## config.mk

```make
export PLATFORM = sky130hd
export DESIGN_NAME = stream_fifo_flat
export DESIGN_NICKNAME = d
export VERILOG_FILES = /design/src/rtl/stream_fifo_if.sv /design/src/rtl/stream_fifo.sv /design/src/flat_wrapper.sv
export SDC_FILE = /design/constraint.sdc
export NUM_CORES = 1
export LEC_CHECK = 0
export CORE_MARGIN = 5
export CORE_UTILIZATION = 50
export DETAILED_ROUTE_END_ITERATION = 12
export MAX_ROUTING_LAYER = met4
export PLACE_DENSITY = 0.69
export REMOVE_ABC_BUFFERS = 1
export SLEW_MARGIN = 15
export SYNTH_ARGS = -nofsm -noshare
export SYNTH_HDL_FRONTEND = slang
export SYNTH_SLANG_ARGS = --single-unit
```

## constraint.sdc

```tcl
create_clock -name clk -period 3.8 [get_ports clk]
set_input_delay 0.57 -clock clk [delete_from_list [all_inputs] [get_ports clk]]
set_output_delay 0.57 -clock clk [all_outputs]
set_load 0.05 [all_outputs]
```

## src/rtl/stream_fifo_if.sv

```systemverilog
// Valid/ready stream bundle for stream_fifo: sink (write) and source (read) handshakes
// plus occupancy status.
interface stream_fifo_if #(
  parameter int WIDTH = 8,
  parameter int DEPTH = 16
);
  localparam int CW = $clog2(DEPTH + 1);

  logic             sink_valid;
  logic             sink_ready;
  logic [WIDTH-1:0] sink_data;
  logic             source_valid;
  logic             source_ready;
  logic [WIDTH-1:0] source_data;
  logic [CW-1:0]    count;
  logic [CW-1:0]    hwm;
  logic             fifo_full;
  logic             fifo_empty;
  logic             almost_full;
  logic             almost_empty;

  modport slave (
    input  sink_valid, sink_data, source_ready,
    output sink_ready, source_valid, source_data, count, hwm,
           fifo_full, fifo_empty, almost_full, almost_empty
  );

  modport master (
    output sink_valid, sink_data, source_ready,
    input  sink_ready, source_valid, source_data, count, hwm,
           fifo_full, fifo_empty, almost_full, almost_empty
  );
endinterface

```

## src/rtl/stream_fifo.sv

```systemverilog
// Synchronous valid/ready FIFO: a DEPTH-1 entry RAM ring feeding one registered output
// stage, with occupancy count, threshold flags, high-water mark and synchronous flush.
module stream_fifo #(
  parameter int WIDTH    = 8,
  parameter int DEPTH    = 16,
  parameter int AF_LEVEL = DEPTH - 2,
  parameter int AE_LEVEL = 2
) (
  input  logic         clk,
  input  logic         rstn,
  input  logic         flush,
  stream_fifo_if.slave bus
);
  localparam int CW = $clog2(DEPTH + 1);
  localparam int RD = DEPTH - 1;
  localparam int PW = (RD > 1) ? $clog2(RD) : 1;

  logic [WIDTH-1:0] mem_q [RD];

  logic [CW-1:0]    count_q, count_d;
  logic [CW-1:0]    hwm_q, hwm_d;
  logic [CW-1:0]    ram_cnt;
  logic [PW-1:0]    wr_ptr_q, wr_ptr_d;
  logic [PW-1:0]    rd_ptr_q, rd_ptr_d;
  logic             out_valid_q, out_valid_d;
  logic [WIDTH-1:0] out_data_q, out_data_d;

  logic full, push, pop, out_free, ram_empty, load_ram, bypass, ram_wr;

  // Explicit wrap keeps the ring correct for any RAM size, not just powers of two.
  function automatic logic [PW-1:0] ptr_inc(input logic [PW-1:0] p);
    return (p == PW'(DEPTH - 2)) ? '0 : p + 1'b1;
  endfunction

  assign full      = (count_q == CW'(DEPTH));
  assign push      = bus.sink_valid && !full;
  assign pop       = out_valid_q && bus.source_ready;
  assign ram_cnt   = count_q - CW'(out_valid_q);
  assign ram_empty = (ram_cnt == '0);
  assign out_free  = !out_valid_q || pop;
  assign load_ram  = out_free && !ram_empty;
  assign bypass    = out_free && ram_empty && push;
  assign ram_wr    = push && !bypass;

  always_comb begin
    out_valid_d = (out_valid_q && !pop) || load_ram || bypass;
    out_data_d  = out_data_q;
    if (load_ram) begin
      out_data_d = mem_q[rd_ptr_q];
    end else if (bypass) begin
      out_data_d = bus.sink_data;
    end
    wr_ptr_d = ram_wr   ? ptr_inc(wr_ptr_q) : wr_ptr_q;
    rd_ptr_d = load_ram ? ptr_inc(rd_ptr_q) : rd_ptr_q;
    count_d  = count_q + CW'(push) - CW'(pop);
    hwm_d    = (count_d > hwm_q) ? count_d : hwm_q;
  end

  always_ff @(posedge clk or negedge rstn) begin
    if (!rstn) begin
      count_q     <= '0;
      hwm_q       <= '0;
      wr_ptr_q    <= '0;
      rd_ptr_q    <= '0;
      out_valid_q <= 1'b0;
      out_data_q  <= '0;
    end else if (flush) begin
      count_q     <= '0;
      hwm_q       <= '0;
      wr_ptr_q    <= '0;
      rd_ptr_q    <= '0;
      out_valid_q <= 1'b0;
    end else begin
      count_q     <= count_d;
      hwm_q       <= hwm_d;
      wr_ptr_q    <= wr_ptr_d;
      rd_ptr_q    <= rd_ptr_d;
      out_valid_q <= out_valid_d;
      out_data_q  <= out_data_d;
    end
  end

  // Storage is deliberately left unreset; only pointers define what is valid.
  always_ff @(posedge clk) begin
    if (ram_wr && !flush) begin
      mem_q[wr_ptr_q] <= bus.sink_data;
    end
  end

  assign bus.sink_ready   = !full;
  assign bus.source_valid = out_valid_q;
  assign bus.source_data  = out_data_q;
  assign bus.count        = count_q;
  assign bus.hwm          = hwm_q;
  assign bus.fifo_full    = full;
  assign bus.fifo_empty   = (count_q == '0);
  assign bus.almost_full  = (count_q >= CW'(AF_LEVEL));
  assign bus.almost_empty = (count_q <= CW'(AE_LEVEL));
endmodule

```

## src/flat_wrapper.sv

```systemverilog
// flat-port wrapper written by rule: the top's interface ports become plain ports
module stream_fifo_flat 
#(
  parameter int WIDTH    = 8,
  parameter int DEPTH    = 16,
  parameter int AF_LEVEL = DEPTH - 2,
  parameter int AE_LEVEL = 2
)
  (clk, rstn, flush, bus_sink_valid, bus_sink_data, bus_source_ready, bus_sink_ready, bus_source_valid, bus_source_data, bus_count, bus_hwm, bus_fifo_full, bus_fifo_empty, bus_almost_full, bus_almost_empty);
  stream_fifo_if #(.WIDTH(WIDTH), .DEPTH(DEPTH)) bus_i ();
  input  logic clk;
  input  logic rstn;
  input  logic flush;
  input wire logic [$bits(bus_i.sink_valid)-1:0] bus_sink_valid;
  input wire logic [$bits(bus_i.sink_data)-1:0] bus_sink_data;
  input wire logic [$bits(bus_i.source_ready)-1:0] bus_source_ready;
  output wire logic [$bits(bus_i.sink_ready)-1:0] bus_sink_ready;
  output wire logic [$bits(bus_i.source_valid)-1:0] bus_source_valid;
  output wire logic [$bits(bus_i.source_data)-1:0] bus_source_data;
  output wire logic [$bits(bus_i.count)-1:0] bus_count;
  output wire logic [$bits(bus_i.hwm)-1:0] bus_hwm;
  output wire logic [$bits(bus_i.fifo_full)-1:0] bus_fifo_full;
  output wire logic [$bits(bus_i.fifo_empty)-1:0] bus_fifo_empty;
  output wire logic [$bits(bus_i.almost_full)-1:0] bus_almost_full;
  output wire logic [$bits(bus_i.almost_empty)-1:0] bus_almost_empty;
  assign bus_i.sink_valid = bus_sink_valid;
  assign bus_i.sink_data = bus_sink_data;
  assign bus_i.source_ready = bus_source_ready;
  assign bus_sink_ready = bus_i.sink_ready;
  assign bus_source_valid = bus_i.source_valid;
  assign bus_source_data = bus_i.source_data;
  assign bus_count = bus_i.count;
  assign bus_hwm = bus_i.hwm;
  assign bus_fifo_full = bus_i.fifo_full;
  assign bus_fifo_empty = bus_i.fifo_empty;
  assign bus_almost_full = bus_i.almost_full;
  assign bus_almost_empty = bus_i.almost_empty;
  stream_fifo #(.WIDTH(WIDTH), .DEPTH(DEPTH), .AF_LEVEL(AF_LEVEL), .AE_LEVEL(AE_LEVEL)) u_core (.clk(clk), .rstn(rstn), .flush(flush), .bus(bus_i));
endmodule
```

Word-level counts from Yosys, hierarchy flattened

Memories as Yosys holds them, arrays and structs flattened.
Index checks and enable logic that the tools add are counted.

Bits in registers: 27
Latch bits: 0
Bits in writable memories: 120
Bits in read-only memories: 0
Input port bits: 13
Memories kept: 1

Add/subtract/negate cells: 5
Multipliers: 0
Divide/modulo/power cells: 0
Order comparisons: 3
Eq/ne operators: 3
Shift operators: 0
Muxes and demuxes: 14
Bitwise gates (word level): 1
Reductions and logical operators: 24

Memories:

| name         | depth | width | rd ports | clocked after memory_dff | wr ports | line              | RTL |
|---|---|---|---|---|---|---|---|
| u_core.mem_q | 15    | 8     | 1        | 0                        | 1        | stream_fifo.sv:18 | `logic [WIDTH-1:0] mem_q [RD];` |

Operators with widths:

| operator              | count |
|---|---|
| $mux W4               | 6 |
| $mux W8               | 2 |
| $mux W5               | 3 |
| $logic_not A5 Y1      | 2 |
| $sub A5 B1 Y5         | 2 |
| $add A4 B1 Y4 const B | 2 |
| $eq A4 B4 Y1 const B  | 2 |
| $logic_and A1 B1 Y1   | 8 |
| $reduce_bool A2 Y1    | 4 |
| $logic_not A1 Y1      | 6 |
| $add A5 B1 Y5         | 1 |
| $eq A5 B5 Y1 const B  | 1 |
| $ge A5 B4 Y1 const B  | 1 |
| $gt A5 B5 Y1          | 1 |
| $le A5 B2 Y1 const B  | 1 |
| $logic_or A1 B1 Y1    | 3 |
| $mux W1               | 3 |
| $reduce_and A2 Y1     | 1 |
| $not A1 Y1            | 1 |

Longest topological paths before layout

Gate-level depths: netlist (run 1).

Word-level depth: 9
Depth in mapped cells: 18

Least setup slack after synthesis (run 1)

No wires, ideal clock.

Path kind: reg-to-reg
Start: register u_core.count_q[2], in the netlist u_core.bus.count[2]
End: register u_core.hwm_q[0], in the netlist u_core.bus.hwm[0]
Library setup time: 0.132 ns
Arrival: 4.126 ns
Data required time: 3.668 ns
Setup slack: -0.458 ns
Stages on the path, launching flop included: 19
Buffers on the path: 0
Period minus slack after synthesis: 4.258 ns
Path through: dfrtp_1 inv_1 ha_1 nand4_1 nand2_1 inv_1 ha_1 inv_1 fa_1 nor2_1 nor2_1 o21bai_1 xnor2_1 ha_1 nand2_1 o22ai_1 a21oi_1 mux2i_1 nor2_1

Cells in the longest elaborated chain, start to end: 7

RTL lines:

| what                                                           | line               | RTL |
|---|---|---|
| start: declaration                                             | stream_fifo.sv:20  | `logic [CW-1:0] count_q, count_d;` |
| start signal: assignment                                       | stream_fifo.sv:74  | `count_q <= count_d;` |
| $eq A5 B5 Y1 *                                                 | stream_fifo.sv:35  | `assign full = (count_q == CW'(DEPTH));` |
| $logic_not A1 Y1 *                                             | n/a                |  |
| via bus_sink_ready                                             | flat_wrapper.sv:17 | `output wire logic [$bits(bus_i.sink_ready)-1:0] bus_sink_ready;` |
| $logic_and A1 B1 Y1 *                                          | stream_fifo.sv:36  | `assign push = bus.sink_valid && !full;` |
| $add A5 B1 Y5 *                                                | stream_fifo.sv:55  | `count_d = count_q + CW'(push) - CW'(pop);` |
| $sub A5 B1 Y5 *                                                | stream_fifo.sv:55  |  |
| $gt A5 B5 Y1 / $mux W5 (equally long branches)                 | stream_fifo.sv:56  | `hwm_d = (count_d > hwm_q) ? count_d : hwm_q;` |
| $reduce_bool A2 Y1 (no line) / $mux W5 (equally long branches) | n/a                |  |
| end signal: assignment                                         | stream_fifo.sv:75  | `hwm_q <= hwm_d;` |
| end: declaration                                               | stream_fifo.sv:21  | `logic [CW-1:0] hwm_q, hwm_d;` |

Mark *: on every way through the listed nets, which the timed path passes. The rest lies on a longest branch. The select of a mux whose other input is x is not followed.
A chain may end at the register's enable or synchronous reset.

Worst setup path after layout (run 1)

Start: register u_core.count_q[2], in the netlist u_core.bus.count[2]
End: register u_core.hwm_q[4], in the netlist u_core.bus.hwm[4]

Cells in the longest elaborated chain, start to end: 7

RTL lines:

| what                                                           | line |
|---|---|
| $eq A5 B5 Y1                                                   | stream_fifo.sv:35 |
| $logic_not A1 Y1                                               | stream_fifo.sv:36 |
| $logic_and A1 B1 Y1                                            | stream_fifo.sv:36 |
| $add A5 B1 Y5 *                                                | stream_fifo.sv:55 |
| $sub A5 B1 Y5 *                                                | stream_fifo.sv:55 |
| $gt A5 B5 Y1 / $mux W5 (equally long branches)                 | stream_fifo.sv:56 |
| $reduce_bool A2 Y1 (no line) / $mux W5 (equally long branches) | n/a |

Mark *: on every way between the ends. The rest lies on a longest branch, timed or not. The select of a mux whose other input is x is not followed.

==> reports/metrics.yaml, run 1 <==
outcome:
  status: "finished clean"
placed_design:
  dp_hpwl_um: 8580
  port_buffers: 36
  place.gp.congestion: 0.928
  dp.cells: 631
power:
  power_leakage_nw: 2.72
  swShare_pct: 36.0
  power_density_nw_per_um2: 778
  p_int_mw: 3.83
  seq_power_share_pct: 34.0
  clkPwrFrac_pct: 24.7
  irDropWorstVdd_v: 0.000739
  p_comb_share_pct: 41.3
  p_sw_mw: 2.16
synthesis:
  syn_area_um2: 6530
  synth_seq_cells: 147
  yosysUniqueCellTypes: 58
  synth_edf_count: 120
  synth_top_area_share_pct: 55.2
  syn_avg_cell_area_um2: 15.6
  synthCells: 420
  yosys.area.top_type: "edfxtp_1"
  synthTopCellsByArea: "edfxtp_1 (55%), dfrtp_1 (10%), mux4_2 (8.3%)"
  synth_warnings: 0
  async_flop_share_pct: 18.4
  ys_seq_area_share_pct: 65.5
  ys.flop_type: "edfxtp_1"
worst_hold_path:
  min_path_type: "flop to flop"
  whs_path_depth: 2
clock_tree:
  clock_path_buffers: 2
  cts-root-buf: "clkbuf_16"
  numCtsBuffers: 17
  post_cts_buffers: 0
  clock-sinks: 147
  clkLatencyLatePin_ps: 420
  clkSlewWorstSetupHoldPaths_ps: 60
  h-tree-depth: 4
  cts_tree: "yes"
routing:
  post_drt_wl_per_cell_um: 19.6
  wirelength_um: 13000
  firstDrtPassIters: 4
  drtIter0Drc: 372
  routed_via_density: 5.56
  vias: 3689
  ant_nets: 0
  drc: 0
die:
  io_pins: 37
  die-area_um2: 15500
  core_area_um2: 12700
  die_w_um: 124
  initial_utilization_pct: 51.3
  rows: 41
  die_y_um: 124
grt:
  grt_max_degree: 28
  grt_overflow: 0
  first_global_vias: 3919
  grt_pass1_wl_um: 20800
  antenna_found_initial: 0
  grt_usage_pct: 18.3
finish:
  nets: 512
  regArea_um2: 4280
  syn_to_final_growth_pct: 17.8
  fillers: 1000
  finalNonFillerCells: 663
  drive_gt1_share_pct: 20.6
  multi_input_area_um2: 2050
  layout_commonest_cell: "edfxtp_1"
  final_cell_mix: "edfxtp_1 (120), clkdlybuf4s50_1 (36), nor2_1 (25), nand2_1 (25)"
  antenna_cells: 0
sta:
  clock.fmax_mhz: 280
  grt_setup_unrepaired: "no"
  slew_headroom_pct: 46.9
  finalCriticalPeriod_ps: 3570
  hold_viol_final: 0
  fin_crit_sh_pct: 93.9
  tightestPinTransition_ps: 797
  setup_viol: 0
  final_max_slew_viol_count: 0
  timing.hold.ws_ps: 473
  clock_skew_ps: 8.18
worst_setup_path:
  critPathMaxStageDelay_ps: 410
  critPathKind: "flop to flop"
  cp_slowest_cell: "dfrtp_2"
  critPathLaunchType: "flop"
  crit_fanout: 5
  path_cells: "inv_1 -> ha_1 -> nand4_1 -> nand2_2 -> inv_2 -> ha_1 -> inv_1 -> fa_1 -> nor2_1 -> nor2_1 -> o21bai_1 -> xnor2_1 -> ha_1 -> nand2_1 -> o22ai_1 -> a21oi_1 -> buf_4 -> mux2i_1 -> nor2_1"
  worstPathRequired_ps: 4080
  r2r_cells: 19
  cp.arrival_ps: 3850
  end_kind: "flop"
job:
  drv_cap: 0
==> final timing paths <==
kind | from | endpoint | slack, ps
setup / recovery | u_core.bus.count[2] | u_core.bus.hwm[4] | 230
hold / removal | u_core.bus.source_data[5] | u_core.bus.source_data[5] | 470
setup reg to reg | u_core.bus.count[2] | u_core.bus.hwm[4] | 230
hold reg to reg | u_core.bus.source_data[5] | u_core.bus.source_data[5] | 470
max in group asynchronous | rstn | u_core.rd_ptr_q[0] | 2940
min in group asynchronous | rstn | u_core.bus.hwm[0] | 540
==> critical path, delay by kind of cell (launching register included) <==
family                     cells  cell delay (ps)
AOI/OAI and AO/OA              3              420
muxes                          1              190
buffers and inverters          4              460
and+or+nand+nor                6              600
xor gates and xnor gates       1              190
DFF                            1              410
adders and majority gates      4             1150
==> area by class of cell <==
type	count	area share, %
timing repair buffer	60	7.19
multi-input combinational	233	26.6
clock buffer	18	5.58
clock inverter	14	1.25
sequential	147	55.6
inverter	19	0.927
tap	172	2.80
==> kinds of logic (layout without fill, tap and decap cells) <==
| kind of cell | count (synthesis) | after routing | share of synthesized area, % |
|---|---|---|---|
| multiplexers | 38 | 38 | 10.5 |
| XOR/XNOR | 6 | 6 | 0.920 |
| adder cells (fa/ha/maj) | 21 | 21 | 4.14 |
| AO/OA/AOI/OAI | 77 | 77 | 8.29 |
| buffers and inverters | 40 | 111 | 3.18 |
| AND/OR/NAND/NOR | 91 | 91 | 7.47 |
| flip-flops | 147 | 147 | 65.5 |
==> what timing repair did <==
action                     4_1_cts  5_1_grt
hold buffers                     0        0
setup endpoints to repair        0        5
gates resized for setup          0        4
==> registers in the layout (all words and copies together) (netlist names) <==
name	flops
u_core.bus.source_data	8
u_core.bus.count	5
u_core.mem_q	120
u_core.rd_ptr_q	4
u_core.bus.source_valid	1
u_core.wr_ptr_q	4
u_core.bus.hwm	5
==> synthesized netlist by cell type (2+ instances only) <==
cell type  number
a21oi_1        15
a31oi_1         2
and2_1          5
and2b_1         2
and3_1          3
buf_1           2
buf_2           3
buf_6           6
clkbuf_1        8
dfrtp_1        27
edfxtp_1      120
ha_1           20
inv_1          19
mux2i_1        13
mux4_2         24
nand2_1        26
nand2b_4        2
nand4_1         4
nor2_1         25
nor2b_1         3
nor3_1          4
nor3_2          2
o211ai_1        8
o21ai_0        21
o22ai_1        17
or2b_1          2
or3_1           2
or4_4           2
xnor2_1         3
xor2_1          2
==> through the flow <==
step / util, % / setup WS [ps] / TNS, ps / total power [mW] / instance area [µm²]
floorplan: - / -446 / -2190 / 3.73 / 6400
global placement: 56.3 / 148 / 0 / 4.48 / 7170
detailed placement: 56.3 / 38.9 / 0 / 4.54 / 7170
CTS: 60.5 / 109 / 0 / 6.03 / 7690
global route: 60.5 / 44.5 / 0 / 6.32 / 7700
finish: 60.5 / 232 / 0 / 5.99 / 7700
==> metal layers <==
metal,vias to the layer above,track usage [%],routed length [µm]
met2,107,28.7,6570
li1,1734,-,-
met3,15,5.23,686
met5,-,-,0
met1,1833,22.8,5530
met4,0,6.64,210
==> power by group through the flow <==
stage	clock network, mW	registers, mW	logic (mW)
finish	1.48	2.04	2.47
global route	1.58	2.06	2.67
CTS	1.51	2.04	2.48
detailed placement	0	2.07	2.47
global placement	0	2.07	2.41
floorplan	0	2.36	1.37
Power figures use the tool's default switching activity.
==> inputs of run 2 (changes only) <==
==> constraint.sdc (replaced) <==
create_clock -name clk -period 3.8 [get_ports clk]
set_input_delay 0.57 -clock clk [delete_from_list [all_inputs] [get_ports clk]]
set_output_delay 0.57 -clock clk [all_outputs]
set_load 0.005 [all_outputs]
==> results of run 2 <==
The final DEF is identical to that of run 1. Status: finished clean.
Among the figures that moved: total power 5.99 mW -> 5.61 mW; worst IR drop on VDD 0.000739 V -> 0.000716 V
==> inputs of run 3 (changes only) <==
==> constraint.sdc (replaced) <==
create_clock -name clk -period 3.8 [get_ports clk]
set_input_delay 0.76 -clock clk [delete_from_list [all_inputs] [get_ports clk]]
set_output_delay 0.76 -clock clk [all_outputs]
set_load 0.005 [all_outputs]
==> run 3 against run 2 <==
Sequential cell count unchanged. Final area increased by 1.5%. Clock power increased by 21%. Via count increased by 1.8%. Combinational power decreased by 3%. Clock skew increased by 1.4 ps. Register-to-register slack improved by 60 ps. Non-clock buffer count unchanged. Critical path type unchanged. Largest cell class unchanged.
==> reports/metrics.yaml, run 3 (synthesis gave the netlist of run 1 again) <==
outcome:
  status: "finished clean"
sta:
  setup_viol: 0  # unchanged
  clock_skew_ps: 9.55  # +1.37 ps
  tightestPinTransition_ps: 803  # +5.84 ps
  clock.fmax_mhz: 285  # +1.9%
  finalCriticalPeriod_ps: 3500  # -65.0 ps
  timing.hold.ws_ps: 483  # +10.4 ps
  slew_headroom_pct: 46.3  # -0.56 points
  final_max_slew_viol_count: 0  # unchanged
  fin_crit_sh_pct: 92.2  # -1.7 points
  grt_setup_unrepaired: "no"
  hold_viol_final: 0  # unchanged
power:
  total_power_mw: 5.86
  power_density_nw_per_um2: 750
  irDropWorstVdd_v: 0.000923
  power_leakage_nw: 2.78  # +2.0%
clock_tree:
  post_cts_buffers: 0  # unchanged
  cts-root-buf: "clkbuf_16"
  numCtsBuffers: 17  # unchanged
  post_cts_resized: 0  # unchanged
  cts_tree: "yes"
  holdBufCountCts: 0  # unchanged
  clock-sinks: 147  # unchanged
  clkLatencyLatePin_ps: 410  # about the same
  clkSlewWorstSetupHoldPaths_ps: 60  # about the same
  h-tree-depth: 4  # unchanged
  clock_path_buffers: 2  # unchanged
finish:
  final_util_pct: 61.4  # +0.93 points
  syn_to_final_growth_pct: 19.6
  antenna_cells: 0  # unchanged
  drive_gt1_share_pct: 20.8  # +0.20 points
  final_cell_mix: "edfxtp_1 (120), clkdlybuf4s50_1 (36), nand2_1 (26), nor2_1 (25), dfrtp_1 (25)"
  top_register: "u_core.mem_q"
  layout_commonest_cell: "edfxtp_1"
  largest_reg_flops: 120  # unchanged
  nets: 512  # unchanged
  finalNonFillerCells: 663  # unchanged
worst_setup_path:
  critPathLaunchType: "flop"
  critPathTopFamily: "adder cells"
  worstPathRequired_ps: 4100  # +20 ps
  end_kind: "flop"
  crit_fanout: 6  # +1
  critPathKind: "flop to flop"
  critPathMaxStageDelay_ps: 440  # +30 ps
  path_buf_inv: 4  # unchanged
  cp.arrival_ps: 3800  # -50 ps
  cp_slowest_cell: "dfrtp_1"
  crit_cells: 19  # unchanged
  r2r_cells: 19  # unchanged
  path_cells: "inv_1 -> ha_1 -> nand4_1 -> nand2_1 -> inv_1 -> ha_1 -> inv_1 -> fa_1 -> nor2_1 -> nor2_1 -> o21bai_1 -> xnor2_1 -> ha_1 -> nand2_1 -> o22ai_1 -> a21oi_1 -> buf_4 -> mux2i_1 -> nor2_1"
routing:
  ant_nets: 0  # unchanged
  post_drt_wl_per_cell_um: 20.1  # +2.7%
  firstDrtPassIters: 4  # unchanged
  vias: 3756  # +1.8%
  routed_via_density: 5.67  # +1.8%
  drc: 0  # unchanged
  drtIter0Drc: 324  # -13%
  wirelength_um: 13400  # +2.7%
placed_design:
  dp_hpwl_um: 8910  # +3.8%
  port_buffers: 36  # unchanged
  dp.cells: 631  # unchanged
  place.gp.congestion: 0.893  # -3.8%
grt:
  grt_overflow: 0  # unchanged
  grt_max_degree: 33  # +18%
  first_global_vias: 4069  # +3.8%
  grt_pass1_wl_um: 21400  # +2.6%
  antenna_found_initial: 0  # unchanged
  grt_usage_pct: 18.3  # +0.071 points
die:
  die-area_um2: 15500  # unchanged
  core_area_um2: 12700  # unchanged
  io_pins: 37  # unchanged
  rows: 41  # unchanged
  die_y_um: 124  # unchanged
  die_w_um: 124  # unchanged
  initial_utilization_pct: 51.3  # unchanged
job:
  drv_cap: 0  # unchanged
worst_hold_path:
  min_path_type: "flop to flop"
  whs_path_depth: 2  # unchanged
-- run 3: path summary, 6_finish.rpt --
check                                     startpoint                   endpoint  slack (ps)
max                              u_core.bus.count[3]          u_core.bus.hwm[4]         300
min in group asynchronous                       rstn          u_core.bus.hwm[0]         820
max reg2reg                      u_core.bus.count[3]          u_core.bus.hwm[4]         300
min reg2reg                u_core.bus.source_data[0]  u_core.bus.source_data[0]         480
max in group asynchronous                       rstn  u_core.bus.source_data[2]        2300
min                        u_core.bus.source_data[0]  u_core.bus.source_data[0]         480
-- run 3: worst register-to-register path, stage by stage, from the launching register on --
cell,delay [ps]
dfrtp_1,440
inv_1,130
ha_1,260
nand4_1,150
nand2_1,150
inv_1,120
ha_1,180
inv_1,70
fa_1,410
nor2_1,130
nor2_1,50
o21bai_1,150
xnor2_1,170
ha_1,280
nand2_1,60
o22ai_1,60
a21oi_1,140
buf_4,180
mux2i_1,190
nor2_1,50
-- run 3: final cells by class --
cell class / instances / area [µm²]
inverters: 19 / 71.3
well taps: 172 / 215
flip-flops and latches: 147 / 4280
fillers: 974 / 4910
clock buffers: 23 / 498
clock inverters: 9 / 150
repair buffers: 60 / 553
multi-input cells: 233 / 2050
-- run 3: metal layers --
layer / global-route usage, % / wire [µm] / vias to the layer above / share of wire [%]
met2: 30.4 / 6940 / 102 / 52
met1: 22.3 / 5540 / 1908 / 42
met3: 3.73 / 579 / 23 / 4.3
li1: - / - / 1723 / -
met5: - / 0 / - / 0
met4: 7.16 / 289 / 0 / 2.2
-- run 3: power breakdown --
| group | switching, mW | leakage, nW | total, mW | internal (mW) |
|---|---|---|---|---|
| Combinational | 0.998 | 1.04 | 2.03 | 1.03 |
| Sequential | 0.170 | 1.43 | 2.05 | 1.88 |
| Clock | 0.604 | 0.315 | 1.79 | 1.18 |
-- run 3: metrics by stage --
stage	instance area [µm²]	setup slack, ps	TNS, ps
floorplan	6400	344	0
CTS	7810	250	0
global placement	7170	81.6	0
detailed placement	7170	-79.6	-363
global route	7820	34.8	0
finish	7820	297	0
